$ cat config.mk
export PLATFORM = sky130hd
export DESIGN_NAME = alu_mul_seq
export DESIGN_NICKNAME = d
export VERILOG_FILES = /design/src/rtl/alu_pkg.sv /design/src/rtl/alu_mul_seq_alu.sv /design/src/rtl/alu_mul_seq.sv
export SDC_FILE = /design/constraint.sdc
export NUM_CORES = 1
export LEC_CHECK = 0
export BUFFER_PORTS_ARGS = -buffer_cell sky130_fd_sc_hd__clkbuf_2
export CORE_ASPECT_RATIO = 0.9
export CORE_MARGIN = 2
export CORE_UTILIZATION = 50
export CTS_CLUSTER_DIAMETER = 80
export DETAILED_ROUTE_END_ITERATION = 8
export PLACE_DENSITY = 0.78
export SYNTH_ARGS = -nofsm -noshare
export SYNTH_HDL_FRONTEND = slang
export SYNTH_SLANG_ARGS = --single-unit
$ cat constraint.sdc
create_clock -name clk -period 6.56 [get_ports clk]
set_clock_uncertainty 0.15 [all_clocks]
set_input_delay 1.312 -clock clk [delete_from_list [all_inputs] [get_ports clk]]
set_output_delay 1.312 -clock clk [all_outputs]
set_load 0.01 [all_outputs]
$ cat src/rtl/alu_pkg.sv
// Shared ALU control encodings and the sequential multiplier state type.
package alu_pkg;

  localparam logic [3:0] ALU_ADD = 4'b0000;
  localparam logic [3:0] ALU_SUB = 4'b0010;
  localparam logic [3:0] ALU_AND = 4'b0100;
  localparam logic [3:0] ALU_NOR = 4'b0101;
  localparam logic [3:0] ALU_SLL = 4'b1010;
  localparam logic [3:0] ALU_SRL = 4'b1011;

  typedef enum logic [2:0] {
    IDLE = 3'd0,
    ADD  = 3'd1,
    SHL  = 3'd2,
    SHR  = 3'd3,
    DONE = 3'd4
  } mul_state_t;

endpackage

$ cat src/rtl/alu_mul_seq_alu.sv
// Combinational 32-bit ALU; shifts operate on i_b by i_shamt.
module alu
  import alu_pkg::*;
(
  input  logic [3:0]  i_ctrl,
  input  logic [31:0] i_a,
  input  logic [31:0] i_b,
  input  logic [4:0]  i_shamt,
  output logic [31:0] o_result,
  output logic        o_zout
);

  // Operation select and zero flag.
  always_comb begin
    o_result = '0;
    case (i_ctrl)
      ALU_ADD: o_result = i_a + i_b;
      ALU_SUB: o_result = i_a - i_b;
      ALU_AND: o_result = i_a & i_b;
      ALU_NOR: o_result = ~(i_a | i_b);
      ALU_SLL: o_result = i_b << i_shamt;
      ALU_SRL: o_result = i_b >> i_shamt;
      default: o_result = '0;
    endcase
    o_zout = (o_result == '0);
  end

endmodule

$ cat src/rtl/alu_mul_seq.sv
// Shift-add multiplier that time-shares one ALU across accumulate,
// multiplicand-shift and multiplier-shift steps. Produces the low 32 bits.
module alu_mul_seq
  import alu_pkg::*;
#(
  parameter int EARLY_EXIT = 1,
  parameter int DATA_W     = 32
) (
  input  logic              clk,
  input  logic              rst,
  input  logic              start,
  input  logic [DATA_W-1:0] op_a,
  input  logic [DATA_W-1:0] op_b,
  output logic              busy,
  output logic              done,
  output logic [DATA_W-1:0] product
);

  mul_state_t        r_state;
  mul_state_t        w_next;
  logic [31:0]       r_acc;
  logic [31:0]       r_mcand;
  logic [31:0]       r_mplier;
  logic [5:0]        r_iter;
  logic [31:0]       r_product;

  logic [3:0]        w_ctrl;
  logic [31:0]       w_a;
  logic [31:0]       w_b;
  logic [4:0]        w_shamt;
  logic [31:0]       w_result;
  logic              w_zout;

  alu u_alu (
    .i_ctrl   (w_ctrl),
    .i_a      (w_a),
    .i_b      (w_b),
    .i_shamt  (w_shamt),
    .o_result (w_result),
    .o_zout   (w_zout)
  );

  // State register.
  always_ff @(posedge clk) begin
    if (rst) r_state <= IDLE;
    else     r_state <= w_next;
  end

  // Next-state, ALU operand steering and Moore outputs.
  always_comb begin
    w_next  = r_state;
    w_ctrl  = ALU_ADD;
    w_a     = '0;
    w_b     = '0;
    w_shamt = '0;
    busy    = (r_state != IDLE);
    done    = (r_state == DONE);
    case (r_state)
      IDLE: begin
        if (start)
          w_next = (EARLY_EXIT != 0 && op_b == '0) ? DONE : ADD;
      end
      ADD: begin
        w_a    = r_acc;
        w_b    = r_mplier[0] ? r_mcand : '0;
        w_next = SHL;
      end
      SHL: begin
        w_ctrl  = ALU_SLL;
        w_b     = r_mcand;
        w_shamt = 5'd1;
        w_next  = SHR;
      end
      SHR: begin
        w_ctrl  = ALU_SRL;
        w_b     = r_mplier;
        w_shamt = 5'd1;
        // Early exit keys off the shifted multiplier the ALU is producing now.
        if (EARLY_EXIT != 0) w_next = w_zout ? DONE : ADD;
        else                 w_next = (r_iter == 6'd31) ? DONE : ADD;
      end
      DONE:    w_next = IDLE;
      default: w_next = IDLE;
    endcase
  end

  // Datapath registers and product capture on entry to DONE.
  always_ff @(posedge clk) begin
    if (rst) begin
      r_acc     <= '0;
      r_mcand   <= '0;
      r_mplier  <= '0;
      r_iter    <= '0;
      r_product <= '0;
    end else begin
      case (r_state)
        IDLE: begin
          if (start) begin
            r_acc    <= '0;
            r_mcand  <= op_a;
            r_mplier <= op_b;
            r_iter   <= '0;
          end
        end
        ADD: r_acc   <= w_result;
        SHL: r_mcand <= w_result;
        SHR: begin
          r_mplier <= w_result;
          r_iter   <= r_iter + 6'd1;
        end
        default: ;
      endcase
      // Zero-multiplier shortcut enters DONE straight from IDLE, before acc is cleared.
      if (w_next == DONE && r_state != DONE)
        r_product <= (r_state == IDLE) ? '0 : r_acc;
    end
  end

  assign product = r_product;

endmodule
==> results <==
- The flow ran to the end, and the final reports show no timing, DRC or antenna violations.
- Dividing total power by cell area gives a power density of 444 nW/um2.
- The mean instance size in the synthesized netlist is 7.41 um2.
- The initial core utilization is about half.
- The async set-or-reset flop fraction in the synthesized netlist is 0%.
- During synthesis, Yosys emitted a total of 0 warnings.
- Among cell families on the critical path, the largest total delay comes from simple AND/OR/NAND/NOR gates.
- The worst hold slack across all endpoints is 0.305 ns.
- The number of cells on the worst hold path is 2.
- For this design the top-level I/O count stands at 101.
- TritonCTS built the clock tree.
- The die covers 20400 um2.
- The final hold violation count came to 0.
- The routed design could run at a clock period as short as 6.24 ns.
- At the pin with the least slew margin, the transition time is between 1 and 1.5 ns.
- The placed instance area is 10200 um2.
- The number of vias in the routed layout is 9961.
- The maximum vdd drop is 0.000209 V.
- Among all flip-flop cells after synthesis, the most frequent one is dfxtp_1.
- STA classifies the critical path startpoint as a register.
- The leftover overflow at the end of global routing is 0.
- After detailed routing, the number of remaining DRC violations is 0.
- For this design the static power due to leakage is around 4.5 nW.
- The number of iterations in the first detailed-routing pass is 6.
- The number of fill cells in the layout is 1755.
- The type of destination of the critical path is a register.
- The critical path is of the register to register type.
- The congestion estimate from routability-driven global placement came to 1.00.
- In the global route stage, overall resource usage came out at 30.3%.
- The total half-perimeter wirelength after legalization and detailed placement is 23200 um.
- After clock tree synthesis, the flow added hold-fix buffers numbering 0.
- The signed area change from the synthesized netlist to the final layout is 13.0%.
- The placeable core region is 19000 um2.
- The total non-filler cell area in the finished layout is 10900 um2.
- Yosys mapped a number of flops with a built-in enable equal to 0.
- Counting along the longest clock path gives a buffer depth of 2.
- The final routed wirelength across all metal layers is 31300 um.
- The mapped netlist covers 9650 um2.
- Ranked by instance count, the synthesized netlist is headed by nand2_1, nor2_1, a21oi_1.
- After technology mapping, the gate count stands at 1302.
- The netlist uses 84 different library cells.
- The library cell contributing the largest single delay on the critical path is or3_1.
- For the worst setup path, the data required time is 6.76 ns.
- When the netlist entered floorplanning its net count stood at 1402.
- Clock tree synthesis found a total of 131 sinks.
- The count of endpoints failing setup in the final report is 0.
- The flip-flop and latch count after synthesis is about 130.
- The number of antenna violations at the first check in global routing is 1.
- Cells with a size suffix above 1 make up between 15 and 20% of the layout.
- Headroom to the max-slew limit came out at 17.7%.
- For this run, the top clock speed supported by timing is 160 MHz.
- The number of pins exceeding their max-slew limit in the final report is 0.
- The share of synthesized area occupied by flip-flops and latches is 27.2%.
- Dividing the detail-routed via count by the number of cells gives 6.16.
- The die height is 136 um.
- Dividing the detail-routed wire length by the instance count gives 19.4 um.
- The most common cell in the netlist is nand2_1.
- The post-detailed-route count of antenna-violating nets is 0.
- The maximum fanout along the worst path is 18.
- The wire length of the first global-routing pass is 48200 um.
- The share of the clock period used by the worst path is 95.1%.
- The cell taking the most area after synthesis is dfxtp_1.
- The class of the tightest hold or removal check is register to register.
- Counting buffers and inverters, the worst setup path is 26 cells deep.
- Registers take 2630 um2.
- Cells fill 57.2% of the core in the end.
- 0 antenna diodes ended up in the layout.
- By area the synthesized netlist is led by dfxtp_1, nand2_1, a21oi_1.
- After clock tree synthesis, the clock-pin slew on the worst setup and hold paths is about 0.06 ns.
- Summed over its instances, the top area cell type makes up 27.2% of the synthesized netlist area.
- The later pin in the worst-skew pair is clocked with a latency of 0.42 ns.
- In the final layout, the multi-input gates occupy 6540 um2.
- The biggest cell delay along the critical path is 0.47 ns.
- The H-tree depth is 4.
- The critical path contains buffers and inverters numbering 4 combined.
- Port buffering added 100 buffers.
- The post-route setup TNS is 0 ns.
- The floorplan step set the die width to 150 um.
- The count of max-cap constraint violations is 0.
- The via count of the first global-routing pass is 8735.
- Buffers inserted during clock tree synthesis total 17.
- The cell repeated most along the worst path is buf_4.
- The standard-cell row count is 48.
- For the worst flop-to-flop path, the logic depth is 26.
- At the worst endpoint, the arrival time is 6.43 ns.
- The number of DRC violations after detailed-routing iteration 0 is between 1000 and 1500.
- The pin count of the biggest net entering global routing is 84.
- The root buffer cell chosen for the clock tree is clkbuf_16.
- The net total in the final layout is 1454.
cell type report:
cell class                      count  share of cell area (%)
Clock inverter                      9                   0.953
Sequential cell                   131                    24.1
Inverter                           12                   0.413
Timing Repair Buffer              135                    7.22
Multi-Input combinational cell   1057                    60.1
Clock buffer                       23                    4.39
Tap cell                          250                    2.87
worst reg2reg max path, cell delays in order (launching register included):
cell	delay, ns
dfxtp_2	0.38
buf_4	0.22
and4b_4	0.22
a311oi_2	0.33
ha_1	0.25
nand3_1	0.13
or3_1	0.47
nor2_4	0.20
nand4_2	0.16
nor3b_4	0.27
nand3b_1	0.17
nor2b_1	0.20
xnor2_1	0.17
ha_1	0.29
buf_4	0.17
nand2_1	0.11
or3_1	0.13
nor2_1	0.05
a2111o_1	0.39
a21oi_1	0.24
a21oi_1	0.16
xnor2_2	0.21
o211ai_2	0.16
nor4_4	0.29
buf_4	0.19
buf_6	0.23
mux2i_1	0.22
cells in the final DEF, fill, tap and decap left out, types with 4 or more instances in the layout:
master and count:
a2111o_1 4, a2111oi_0 4, a211oi_1 11, a21o_1 13
a21oi_1 136, a221oi_1 8, a221oi_2 6, a22oi_1 20
a311oi_1 13, a31oi_1 13, and2_1 6, and3_1 34
and4b_1 9, and4bb_2 9, buf_4 34, clkbuf_16 18
clkbuf_2 99, clkinv_2 4, dfxtp_1 128, ha_1 30
inv_1 12, mux2i_1 48, nand2_1 238, nand2b_1 5
nand3_1 35, nand4_1 26, nor2_1 138, nor2b_1 17
nor3_1 16, nor4_1 20, nor4bb_1 5, o211ai_1 9
o21a_1 7, o21ai_0 42, o21bai_1 4, or3_1 8
xnor2_1 38, xor2_1 11
flip-flops by register name (all words and copies together), names as in the netlist:
| name | count |
|---|---|
| product | 32 |
| r_acc | 32 |
| r_state | 3 |
| r_mcand | 32 |
| r_mplier | 32 |
metrics by stage:
step           power [mW]  std cells  setup slack [ns]
2_1_floorplan        3.06       1302             0.971
3_3_place_gp         3.78       1582             0.582
3_5_place_dp         3.78       1582             0.368
4_1_cts              4.73       1614             0.321
5_1_grt              5.15       1617           -0.0460
6_report             4.84       1617             0.321
logic make-up after synthesis:
kind of cell             after synthesis  synth area share, %
AND/OR/NAND/NOR                      598                 30.7
AO/OA/AOI/OAI                        327                 22.4
flip-flops                           131                 27.2
buffers and inverters                114                 5.69
XOR/XNOR                              50                 4.54
multiplexers                          49                 5.14
adder cells (fa/ha/maj)               33                 4.36
path summary, 6_finish.rpt:
| check | startpoint | end | slack (ns) |
|---|---|---|---|
| worst max register to register | r_state[0]$_SDFF_PP0_ | product[28]$_SDFFE_PP0P_ | 0.32 |
| worst min-delay path | product[26]$_SDFFE_PP0P_ | product[26]$_SDFFE_PP0P_ | 0.30 |
| worst min register to register | product[26]$_SDFFE_PP0P_ | product[26]$_SDFFE_PP0P_ | 0.30 |
| worst max-delay path | r_state[0]$_SDFF_PP0_ | product[28]$_SDFFE_PP0P_ | 0.32 |
per-layer routing:
layer | global-route usage [%] | up-vias | part of all wire, %
li1 | - | 4809 | -
met1 | 45.6 | 4596 | 47
met2 | 43.0 | 499 | 41
met3 | 6.43 | 55 | 9.6
met4 | 9.01 | 2 | 2.2
met5 | 0 | - | 0.032
power breakdown:
part / internal (mW) / switching [mW] / total, mW
clock network: 0.587 / 0.346 / 0.933
logic: 1.05 / 1.82 / 2.87
registers: 0.910 / 0.125 / 1.03
total: 2.54 / 2.30 / 4.84
repair_timing:
| item | CTS | global route |
|---|---|---|
| gates resized for setup | 0 | 13 |
| buffers inserted | 0 | 2 |
| endpoints found under the setup margin | 0 | 34 |
Note: power is estimated with default switching activity, not from simulation.
